<file path="src/rtl/fetch_unit.sv">
// fetch_unit: credit-limited in-order instruction fetch with a response FIFO and redirect flush.
// Optional FETCH_ALIGN_CHECK_EN adds fetchFault_o and a sticky FAULT state on misaligned redirects.
module fetch_unit #(
  parameter int instructionWidth = 32,
  parameter int addressSize = 64,
  parameter int bufferDepth = 4,
  parameter int bufferIndexWidth = 2,
  parameter logic [addressSize-1:0] resetAddress = 64'h100
) (
  input  logic                        clock_i,
  input  logic                        reset_i,
  input  logic                        enable_i,
  output logic                        memReqValid_o,
  input  logic                        memReqReady_i,
  output logic [addressSize-1:0]      memReqAddress_o,
  input  logic                        memRespValid_i,
  input  logic [instructionWidth-1:0] memRespData_i,
  input  logic                        redirect_i,
  input  logic [addressSize-1:0]      redirectAddress_i,
  output logic [instructionWidth-1:0] instruction_o,
  output logic [addressSize-1:0]      instructionAddress_o,
  output logic                        instructionValid_o,
  input  logic                        decodeStall_i
`ifdef FETCH_ALIGN_CHECK_EN
  ,
  output logic                        fetchFault_o
`endif
);
  localparam int CW = bufferIndexWidth + 1;
  localparam logic [CW:0] DEPTH = (CW + 1)'(bufferDepth);
  localparam logic [1:0] IDLE = 2'd0;
  localparam logic [1:0] RUN = 2'd1;
`ifdef FETCH_ALIGN_CHECK_EN
  localparam logic [1:0] FAULT = 2'd2;
`endif
  logic [1:0] state, next_state;
  logic [addressSize-1:0] fetch_pc, resp_pc, redirect_pc;
  logic [instructionWidth-1:0] data_q [bufferDepth];
  logic [addressSize-1:0] addr_q [bufferDepth];
  logic [CW-1:0] wr_ptr, rd_ptr, occupancy, outstanding, drop_count, resp_dec;
  logic req_fire, push, pop, empty, full, misaligned;
  assign occupancy = wr_ptr - rd_ptr;
  assign empty = occupancy == '0;
  assign full = occupancy == DEPTH[CW-1:0];
  assign memReqValid_o = state == RUN && ({1'b0, occupancy} + {1'b0, outstanding}) < DEPTH && !redirect_i;
  assign memReqAddress_o = fetch_pc;
  assign req_fire = memReqValid_o && memReqReady_i;
  assign resp_dec = CW'(memRespValid_i);
  assign push = memRespValid_i && drop_count == '0 && !redirect_i;
  assign pop = !empty && !decodeStall_i && !redirect_i;
  assign instructionValid_o = !empty;
  assign instruction_o = empty ? '0 : data_q[rd_ptr[bufferIndexWidth-1:0]];
  assign instructionAddress_o = empty ? '0 : addr_q[rd_ptr[bufferIndexWidth-1:0]];
`ifdef FETCH_ALIGN_CHECK_EN
  assign misaligned = redirect_i && redirectAddress_i[1:0] != 2'b00;
  assign redirect_pc = redirectAddress_i;
  assign fetchFault_o = state == FAULT;
  // FAULT is left only by an aligned redirect; enable is ignored while faulted
  always_comb next_state = state == FAULT ? (redirect_i && !misaligned ? (enable_i ? RUN : IDLE) : FAULT)
                         : misaligned ? FAULT : enable_i ? RUN : IDLE;
`else
  assign misaligned = 1'b0;
  assign redirect_pc = redirectAddress_i & ~addressSize'(3);
  always_comb next_state = enable_i ? RUN : IDLE;
`endif
  always_ff @(posedge clock_i) begin
    if (reset_i) begin
      state <= IDLE;
      fetch_pc <= resetAddress;
      resp_pc <= resetAddress;
      wr_ptr <= '0;
      rd_ptr <= '0;
      outstanding <= '0;
      drop_count <= '0;
    end else begin
      state <= next_state;
      if (redirect_i) begin
        fetch_pc <= redirect_pc;
        resp_pc <= redirect_pc;
        wr_ptr <= '0;
        rd_ptr <= '0;
        outstanding <= outstanding - resp_dec;
        drop_count <= outstanding - resp_dec;
      end else begin
        if (req_fire) fetch_pc <= fetch_pc + addressSize'(4);
        if (push) resp_pc <= resp_pc + addressSize'(4);
        if (push) wr_ptr <= wr_ptr + CW'(1);
        if (pop) rd_ptr <= rd_ptr + CW'(1);
        outstanding <= outstanding + CW'(req_fire) - resp_dec;
        if (memRespValid_i && drop_count != '0) drop_count <= drop_count - CW'(1);
      end
    end
  end
  always_ff @(posedge clock_i) begin
    if (push) begin
      data_q[wr_ptr[bufferIndexWidth-1:0]] <= memRespData_i;
      addr_q[wr_ptr[bufferIndexWidth-1:0]] <= resp_pc;
    end
  end
`ifndef SYNTHESIS
  always_ff @(posedge clock_i) if (!reset_i) assert (!(push && full));
`endif
endmodule

</file>
<file path="config.mk">
export PLATFORM = sky130hd
export DESIGN_NAME = fetch_unit
export DESIGN_NICKNAME = d
export VERILOG_FILES = /design/src/rtl/fetch_unit.sv
export SDC_FILE = /design/constraint.sdc
export NUM_CORES = 1
export LEC_CHECK = 0
export CAP_MARGIN = 15
export CORE_ASPECT_RATIO = 0.5
export CORE_UTILIZATION = 55
export CTS_CLUSTER_SIZE = 24
export DETAILED_ROUTE_END_ITERATION = 10
export GPL_TIMING_DRIVEN = 1
export PLACE_DENSITY_LB_ADDON = 0.1
export SETUP_SLACK_MARGIN = 0.05
export SYNTH_ARGS = -nofsm -noshare
export SYNTH_HDL_FRONTEND = slang
export SYNTH_SLANG_ARGS = --single-unit
export TNS_END_PERCENT = 5
</file>
<file path="constraint.sdc">
create_clock -name clock_i -period 4.8 [get_ports clock_i]
set_input_delay 0.72 -clock clock_i [delete_from_list [all_inputs] [get_ports clock_i]]
set_output_delay 0.72 -clock clock_i [all_outputs]
set_load 0.05 [all_outputs]
</file>
## Yosys cells after proc, flatten, opt, wreduce, memory -nomap -nowiden

Memory sizes are Yosys's and may differ from the RTL's. A register that Yosys moved wholly into a read port is not among the register bits.
Cells that the tools add are included.

- Input port bits: 103
- Register bits: 142
- Output and inout port bits: 162
- Word-level logic and storage cells: 57
- Bits in writable memories: 384
- Bits in latches: 0
- Memories: 2
- ROM bits: 0

Memories:

| name | words | bits a word | rd ports | clocked after memory_dff | wr ports | line | RTL |
|---|---|---|---|---|---|---|---|
| addr_q | 4 | 64 | 1 | 1 | 1 | 39 | `logic [addressSize-1:0] addr_q [bufferDepth];` |
| data_q | 4 | 32 | 1 | 1 | 1 | 38 | `logic [instructionWidth-1:0] data_q [bufferDepth];` |

- Add/subtract/negate cells: 10
- Multipliers: 0
- Shift operators: 0
- Equality and inequality tests: 1
- Magnitude comparators: 1
- Multiplexer cells: 16
- Div/mod/pow operators: 0
- Bitwise gates (word level): 0
- Reduce and logical (&&, ||, !) cells: 18

Operator list:

| kind | count |
|---|---|
| 64-bit 2-to-1 mux | 5 |
| 64-bit by 3-bit adder with 64-bit output (second input constant) | 2 |
| 32-bit 2-to-1 mux | 1 |
| 3-bit 2-to-1 mux | 3 |
| 1-bit logical AND | 8 |
| 2-bit 2-to-1 mux | 4 |
| 3-bit by 1-bit adder with 3-bit output (second input constant) | 2 |
| 3-bit zero test | 2 |
| 2-bit nonzero test | 3 |
| 3-bit by 1-bit subtractor with 3-bit output | 2 |
| 3-bit by 3-bit adder with 4-bit output | 1 |
| 4-bit by 3-bit < comparator with 1-bit output (second input constant) | 1 |
| 3-bit by 1-bit adder with 3-bit output | 1 |
| 1-bit zero test | 3 |
| 1-bit 2-to-1 mux | 3 |
| 3-bit nonzero test | 1 |
| 3-bit by 1-bit subtractor with 3-bit output (second input constant) | 1 |
| 3-bit subtractor | 1 |
| 2-bit by 1-bit equality test with 1-bit output (second input constant) | 1 |
| 2-bit OR reduction | 1 |

## Longest topological paths before layout

Gate-level depths: netlist of run 1.

- Depth after elaboration: 9
- Gate-level depth with buffers: 21
- Mapped depth without buffers: 18

## Worst setup path before layout of run 1

OpenSTA, ideal clock, no wires.

- Kind: input to register
- Start: input port redirect_i
- End: memory addr_q[0][10] (enable)
- Required time: 4336 ps
- Buffers on the path: 3
- Data arrival time: 3779 ps
- Stages on the path: 5
- Library setup time: 464 ps
- Path slack: 557 ps
- Cells stage by stage: buf_2 -> inv_1 -> clkbuf_1 -> clkbuf_1 -> and3_1

- Word-level cells in the longest chain between the ends: 4

RTL lines:

| item | line | RTL |
|---|---|---|
| start, declared | 18 | `input logic redirect_i,` |
| 1-bit zero test | 49 | `assign push = memRespValid_i && drop_count == '0 && !redirect_i;` |
| 1-bit logical AND | 49 |  |
| 1-bit 2-to-1 mux | 95 | `if (push) begin` |
| 1-bit 2-to-1 mux (not written as such) | 97 | `addr_q[wr_ptr[bufferIndexWidth-1:0]] <= resp_pc;` |
| end, declared | 39 |  |

No other way between the ends.

## Worst setup path after layout of run 1

- Start: register wr_ptr[0]
- End: output port memReqValid_o

- Word-level cells in the longest chain between the ends: 5

RTL lines:

| item | line | RTL |
|---|---|---|
| start, declared | 40 | `logic [CW-1:0] wr_ptr, rd_ptr, occupancy, outstanding, drop_count, resp_dec;` |
| start signal, assigned | 87 | `if (push) wr_ptr <= wr_ptr + CW'(1);` |
| 3-bit subtractor | 42 | `assign occupancy = wr_ptr - rd_ptr;` |
| 3-bit by 3-bit adder with 4-bit output | 45 | `assign memReqValid_o = state == RUN && ({1'b0, occupancy} + {1'b0, outstanding}) < DEPTH && !redirect_i;` |
| 4-bit by 3-bit < comparator with 1-bit output | 45 |  |
| 1-bit logical AND (2 in series) | 45 |  |
| end, declared | 13 | `output logic memReqValid_o,` |

No other way between the ends.

==> results of run 1 <==
## worst max-delay path by stage
| stage | startpoint | end | slack (ns) | cells past startpoint |
|---|---|---|---|---|
| after global routing | wr_ptr[0] | memReqValid_o | 0.22 | 10 |
| after CTS | wr_ptr[0] | memReqValid_o | 0.43 | 10 |
| after global placement | wr_ptr[0] | memReqAddress_o[52] | 0.90 | 14 |
| final | wr_ptr[0] | memReqValid_o | 0.44 | 10 |
| after detailed placement | wr_ptr[0] | memReqAddress_o[40] | 0.79 | 14 |
| after floorplan | redirect_i | addr_q[0][10] | 0.56 | 5 |
## area by class of cell
cell class	count	area share (%)
Sequential cell	515	52.01
Multi-Input combinational cell	996	28.54
Timing Repair Buffer	287	10.55
Clock buffer	57	4.667
Tap cell	530	2.449
Clock inverter	27	1.405
Inverter	28	0.3928
## metal layers
layer / GRT usage, % / vias to the layer above / wire length, um
met2: 46.58 / 588 / 28590
met1: 38.27 / 7561 / 24050
li1: - / 6728 / -
met4: 8.147 / 0 / 1418
met3: 4.211 / 104 / 4169
met5: 0 / - / 0
## synth_stat cells, drive strengths merged, types with 5 or more instances
cell type  number  area, um2
a31oi          23      143.9
o211ai          5      37.54
nand2         119      446.7
edfxtp        376      11290
and4           15      133.9
o21ai          56      280.3
nand4          45      309.0
a21boi         14      105.1
o311ai          6      52.55
dfxtp         139       2783
a221oi          5      43.79
nor4           28      217.7
buf            29      181.4
a211oi         27      202.7
nand3          55      295.3
and2            8      51.31
inv            28      105.1
and3           35      222.7
a22oi           9      67.56
mux4           94       2117
ha             16      200.2
or3            10      62.56
xor2           22      192.7
o21a            8      60.06
nor3           30      170.2
a21oi          56      280.3
nor2           91      344.1
nor2b          97      606.8
or4             5      45.04
o22ai          10      62.56
xnor2          59      516.8
clkbuf         68      274.0
## where the power goes
| part | internal (mW) | switching [mW] |
|---|---|---|
| Combinational | 0.392 | 0.630 |
| Clock | 2.32 | 1.68 |
| Sequential | 4.91 | 0.161 |
| Total | 7.62 | 2.47 |
## sequential cells by signal, summed over array words and instances, names as in the netlist, named ones only
| signal | cells |
|---|---|
| drop_count | 3 |
| addr_q | 248 |
| outstanding | 3 |
| wr_ptr | 3 |
| rd_ptr | 3 |
| state | 1 |
| data_q | 128 |
| memReqAddress_o | 62 |
| resp_pc | 62 |
## through the flow
| step | utilization (%) | std cells | area, um2 | setup slack (ns) |
|---|---|---|---|---|
| CTS | 68.66 | 2440 | 27080 | 0.4275 |
| detailed placement | 64.49 | 2356 | 25430 | 0.7916 |
| finish | 68.66 | 2440 | 27080 | 0.4411 |
| floorplan | - | 1637 | 22340 | 0.5571 |
| global placement | 64.49 | 2356 | 25430 | 0.9002 |
| global route | 68.66 | 2440 | 27080 | 0.2173 |
## logic make-up after synthesis
family / count (synthesis)
xor gates and xnor gates: 81
adders and majority gates: 18
muxes: 98
other: 1
AOI/OAI and AO/OA: 243
buffers and inverters: 126
and+or+nand+nor: 552
DFF: 515
## tightest hold or removal path, stage by stage (launching register included)
cell and delay, ns:
sky130_fd_sc_hd__dfxtp_1 0.34, sky130_fd_sc_hd__nand2_1 0.06, sky130_fd_sc_hd__a21oi_1 0.05
==> results.md, run 1 <==
Logic synthesis:
- The area of the mapped netlist is 22330 um2.
- For this run, the number of Yosys warnings is 0.
- Each instance of the synthesized netlist takes up on average 13.67 um2.
- The synthesized netlist devotes 13.59% of its cell area to simple gates.
- Of the total synthesized cell area, the portion taken by XOR and XNOR cells is 3.177%.
- The count of flip-flops with a built-in enable after synthesis is 376.
- The number of distinct library cells after synthesis is 77.
- The largest family of logic cells by synthesized area is simple AND/OR/NAND/NOR gates.
- The synthesized netlist devotes 6.902% of its cell area to compound gates.
- The multiplexer share of the synthesized area is 9.670%.
- The adder and majority gate portion of the synthesized area is 1.076%.
- The fraction of synthesis flops using an asynchronous set or reset pin is 0%.
- The flip-flop cell with the highest count after synthesis is sky130_fd_sc_hd__edfxtp_1.
- The cell count after synthesis is 1634.
- In this run, synthesis produced a sequential element count of 515.
- Summing the sequential cell areas from Yosys gives 63.02% of the chip area.

Clock tree:
- The H-tree depth is 2.
- The clock sink count is 515.
- Clock latency on the worst-skew pair, taken at its later pin, is 0.58 ns.
- TritonCTS built the clock tree.
- In this run, post-CTS repair resized a total of 0 instances.
- The number of setup buffers added after CTS is 0.
- The tree is rooted in a sky130_fd_sc_hd__clkbuf_16.
- Buffers inserted during clock tree synthesis total 45.
- The hold-fix buffer count after cts is 0.
- Clock-pin slew was measured on the worst setup and hold paths at 0.07 ns.
- The clock passes through at most 3 buffers.

Finish:
- Cells with a size suffix above 1 make up 12.51% of the layout.
- The multi-input combinational cells in the finished layout cover a total of 7726 um2.
- At the end of the flow, the number of nets in the layout was 1994.
- The storage element area is 14080 um2.
- The repair_antennas step left the layout with diodes totalling 0.
- In the layout the commonest cells are sky130_fd_sc_hd__edfxtp_1, sky130_fd_sc_hd__clkdlybuf4s50_1, sky130_fd_sc_hd__dfxtp_1.
- The library cell used most frequently in the layout, excluding fill and tap cells, is sky130_fd_sc_hd__edfxtp_1.
- The total of fill cells in the finished design is 2714.
- The area overhead of the layout relative to synthesis is 21.24%.

Detailed routing:
- The number of routed nets with antenna violations is 0.
- After detailed routing, the number of vias per cell comes to 6.140.
- The residual DRC count is 0.
- The count of vias placed by the detailed router is 14981.
- The DRC marker count from the first detailed-route iteration is 1471.
- The number of search-and-repair iterations in the first detailed-routing pass is 5.
- The detailed-route wire length per cell is 23.86 um.
- After detailed routing, the total wire length is 58.22 mm.

Placed design:
- At the end of routability-driven placement, the weighted congestion stood at 0.9071.
- Summed over all nets, the half-perimeter wirelength after detailed placement is 38.55 mm.
- The count of port buffers added during placement is 258.

Global routing:
- The total overflow left after global routing is 0.
- The first global-routing pass estimated 86.95 mm of wire.
- Global routing used 27.90% of the available tracks.
- The pin count of the biggest net entering global routing is 98.
- The number of antenna violations at the first check in global routing is 0.
- The number of global-route vias before repair was 14584.

Timing:
- The final-report hold violation count was 0.
- The worst path uses 90.81% of the clock period.
- In this run the tightest slew margin relative to its limit is 26.04%.
- Static timing analysis puts the maximum clock frequency at 229.4 MHz.
- The largest clock skew in the final design is 0.01669 ns.
- The number of setup violations in the final report is 0.
- Summed over all failing endpoints, the final setup total negative slack is 0 ns.
- The number of slew-limit violations in the final report was 0.
- The pin slew with the least headroom to its limit is 1.109 ns.
- Setup repair after global routing left no endpoint under its margin.
- The final critical-path required period is 4.359 ns.
- The worst hold margin is 0.5064 ns.

Worst setup path:
- STA puts the critical path data required time at 4.08 ns.
- The worst setup path is launched from a flip-flop.
- The maximum net fanout on the critical path is 4.
- The signal on the critical path passes through inv_1 > ha_1 > inv_1 > fa_1 > xor2_1 > xnor2_1 > ha_1 > nor4_1 > and3_1 > clkdlybuf4s50_1.
- The number of buffers and inverters on the critical path is 3.
- The endpoint kind of the worst setup timing path is a primary output.
- The startpoint-to-endpoint class of the critical path is flip-flop to primary output.
- The worst register-to-register path ends at memReqAddress_o[40].
- The worst flop-to-flop path startpoint is wr_ptr[0].
- In this design, the largest share of critical-path delay is due to buffers and inverters.
- The signal arrival time at the worst endpoint is 3.64 ns.
- Measured in cells, the most critical reg-to-reg path has a length of 14.
- The worst-case register-to-register setup slack is 0.68 ns.
- The maximum cell stage delay along the critical path is 0.80 ns.
- The master of the slowest instance on the critical path is sky130_fd_sc_hd__clkdlybuf4s50_1.

Floorplanning:
- The I/O pin count is 265.
- The floorplan step set the die height to 144.5 um.
- The die covers 41460 um2.
- The chip width is 287.0 um.
- The initial standard-cell utilization of the core is 56.63%.
- The region available for standard cell placement spans 39440 um2.
- The standard-cell row count is 51.

Pwr:
- The peak supply drop is 0.2686 mV.
- The design draws 10.09 mW.
- The analysis attributes to cell leakage a power of 8.590 nW.
- The power per cell area is 372.6 nW/um2.

Worst hold path:
- The path with the worst hold slack has its endpoint at wr_ptr[0].
- The number of stages on the worst hold path is 2.
- The beginning of the worst hold path is wr_ptr[0].
- The path class of the tightest hold or removal check is flip-flop to flip-flop.

Status:
- The flow ran to the end, and the final reports show no timing, DRC or antenna violations.

Run:
- The max capacitance violation total is 0.
Power figures use the tool's default switching activity.
==> run 2: changes to the inputs <==
--- a/config.mk
+++ b/config.mk
@@ -12,7 +12,7 @@
 export DETAILED_ROUTE_END_ITERATION = 10
 export GPL_TIMING_DRIVEN = 1
 export PLACE_DENSITY_LB_ADDON = 0.1
-export SETUP_SLACK_MARGIN = 0.05
+export SETUP_SLACK_MARGIN = 0.3
 export SYNTH_ARGS = -nofsm -noshare
 export SYNTH_HDL_FRONTEND = slang
 export SYNTH_SLANG_ARGS = --single-unit
==> constraint.sdc (replaced) <==
create_clock -name clock_i -period 5 [get_ports clock_i]
set_input_delay 0.75 -clock clock_i [delete_from_list [all_inputs] [get_ports clock_i]]
set_output_delay 0.75 -clock clock_i [all_outputs]
set_load 0.05 [all_outputs]
==> results.md, run 2 (synthesis results as in run 1) <==
Status:
- The run finished with clean final reports.

Timing:
- The worst pin sits at a relative slew slack of 34.37%.
- The worst path uses 86.08% of the clock period.
- The pin slew with the least headroom to its limit is 0.9808 ns.
- The clock arrives with 0.01724 ns of skew.
- Adding up every negative setup slack in the final design gives 0 ns.
- The final-report hold violation count is 0.
- The worst hold margin is 0.5125 ns.
- The final critical-path required period is 4.304 ns.
- Setup violations remaining at the end of the flow were counted as 0.
- Setup repair after global routing left no endpoint under its margin.
- The maximum operating frequency is 232.4 MHz.
- The number of slew-limit violations in the final report is 0.

Detailed routing:
- The detailed-route wire length per cell is 23.50 um.
- For this run, design rule violations remaining after detail routing come to 0.
- Using the TritonRoute via totals, the vias-per-cell ratio works out to 6.142.
- The routed layout has 14956 vias.
- The number of search-and-repair iterations in the first detailed-routing pass is 5.
- The number of routed nets with antenna violations is 0.
- After detailed routing, the total wire length is 57.23 mm.
- The DRC marker count from the first detailed-route iteration is 1266.

Finish:
- The register with the most flip-flops in the layout has 248 of them.
- The commonest non-fill, non-tap cell in the layout is sky130_fd_sc_hd__edfxtp_1.
- The number of antenna diodes in the final layout is 0.
- The total of fill cells in the finished design is 2767.
- The cell area after layout is 27020 um2.
- The top cell types in the final layout, fill and taps aside, are sky130_fd_sc_hd__edfxtp_1, sky130_fd_sc_hd__clkdlybuf4s50_1, sky130_fd_sc_hd__dfxtp_1.
- The area overhead of the layout relative to synthesis is 20.98%.
- Cells fill 68.51% of the core in the end.
- The post-route netlist has 12.49% of its cells at a drive strength greater than 1.
- At the end of the flow, the number of nets in the layout was 1990.

Clock tree:
- The tree is rooted in a sky130_fd_sc_hd__clkbuf_16.
- The clock tree from TritonCTS is yes.
- The clock sink count is 515.
- The total CTS buffers is 45.
- The clock slew at the register clock pins of the worst setup and hold paths is 0.07 ns.
- Clock latency on the worst-skew pair, taken at its later pin, is 0.57 ns.
- The clock passes through at most 3 buffers.
- Once the clock tree was built, the resizer swapped 0 gates to a different size.
- The H-tree depth is 2.
- The number of buffers inserted to repair setup after CTS is 0.
- The hold-fix buffer count after cts is 0.

Pwr:
- For this design the total switching power over the nets is 2.337 mW.
- Per report_power, the combinational group accounts for 10.2% of the total.
- The part of the total power dissipated in the clock network is 39.2%.
- The static leakage is 8.568 nW.
- Net switching is 24.31% of the power.
- The internal power is 7.277 mW.
- The sequential group share of total power is 50.6%.
- Dividing total power by cell area gives a power density of 355.9 nW/um2.
- The worst-case IR drop observed on VDD is 0.2655 mV.

Worst setup path:
- Among the stages of the critical path, the cell type that occurs most often is sky130_fd_sc_hd__inv_1.
- The signal on the critical path passes through inv_1 > ha_1 > inv_1 > fa_1 > xor2_1 > xnor2_1 > nor3b_2 > buf_12 > nor2b_1 > clkdlybuf4s50_1.
- For this run, the slowest stage of the critical path takes 0.74 ns.
- Data on the critical path arrives at its endpoint at 3.55 ns.
- Along the worst path, the maximum fanout reaches 97.
- The master of the slowest instance on the critical path is sky130_fd_sc_hd__clkdlybuf4s50_1.
- The worst setup path is captured at a primary output.
- The buffer and inverter count on the worst path is 4.
- Grouping stages by cell kind, the critical path spends the most delay in buffers and inverters.
- The setup path with the least slack is of type flip-flop to primary output.
- The element type at the critical path start is a flip-flop.
- For the worst setup path, the data required time is 4.25 ns.

Floorplanning:
- The standard-cell row count is 51.
- The placeable core area is 39440 um2.
- The I/O pin count is 265.
- The floorplan die area is 41460 um2.
- The height of the die is 144.5 um.
- The chip width is 287.0 um.
- The initial standard-cell utilization of the core is 56.63%.

Placed design:
- The HPWL reported at the end of detailed placement is 37.73 mm.
- In this run the cell area measured after placement is 25400 um2.
- The count of port buffers added during placement is 258.
- The congestion estimate from routability-driven global placement came to 0.9093.

Global routing:
- The first-pass GRT wire length is 85.69 mm.
- The combined global-route utilization of all metal layers is 27.42%.
- The number of global-route vias before repair is 14515.
- The total congestion overflow is 0.
- The pin count of the biggest net entering global routing is 98.
- The number of antenna violations at the first check in global routing is 0.

Worst hold path:
- The type of the worst min-delay path is flip-flop to flip-flop.

Run:
- The max capacitance violation total is 0.
[run 2: path summary, 6_finish.rpt]
| path | start | cells after the start | endpoint | slack [ns] |
|---|---|---|---|---|
| worst max-delay path | wr_ptr[0] | 10 | instructionAddress_o[29] | 0.70 |
| worst min-delay path | wr_ptr[0] | 2 | wr_ptr[0] | 0.51 |
| worst max register to register | wr_ptr[0] | 14 | memReqAddress_o[52] | 0.97 |
| worst min register to register | wr_ptr[0] | 2 | wr_ptr[0] | 0.51 |
[run 2: through the flow]
step           total power [mW]  cells  setup slack [ns]
2_1_floorplan             5.524   1637            0.7271
4_1_cts                   9.661   2435            0.6690
3_5_place_dp              5.933   2352             1.033
3_3_place_gp              5.902   2352             1.107
6_report                  9.614   2435            0.6962
5_1_grt                   9.900   2435            0.4839
[run 2: routing by layer]
metal | global-route usage (%) | share of wire [%] | vias up
li1 | - | - | 6725
met2 | 45.59 | 49 | 598
met3 | 4.117 | 6.3 | 116
met1 | 37.72 | 42 | 7517
met5 | 0 | 0 | -
met4 | 8.287 | 2.6 | 0
[run 2: power by group through the flow]
stage | sequential [mW] | clock, mW | combinational, mW
floorplan | 5.01 | 0 | 0.514
global placement | 4.94 | 0 | 0.958
detailed placement | 4.96 | 0 | 0.974
CTS | 4.87 | 3.82 | 0.980
global route | 4.88 | 3.99 | 1.03
finish | 4.87 | 3.77 | 0.976
[run 2: cell type report]
cell class	count	area, um2	area share (%)
repair buffers	283	2825	10.46
well taps	530	663.1	2.454
multi-input cells	996	7729	28.61
flip-flops and latches	515	14080	52.12
clock buffers	60	1282	4.747
inverters	28	106.4	0.3936
clock inverters	23	330.3	1.223
[run 2: worst min-delay path: stages (launching register included)]
cell	delay, ns
sky130_fd_sc_hd__dfxtp_1	0.34
sky130_fd_sc_hd__nand2_1	0.07
sky130_fd_sc_hd__a21oi_1	0.05
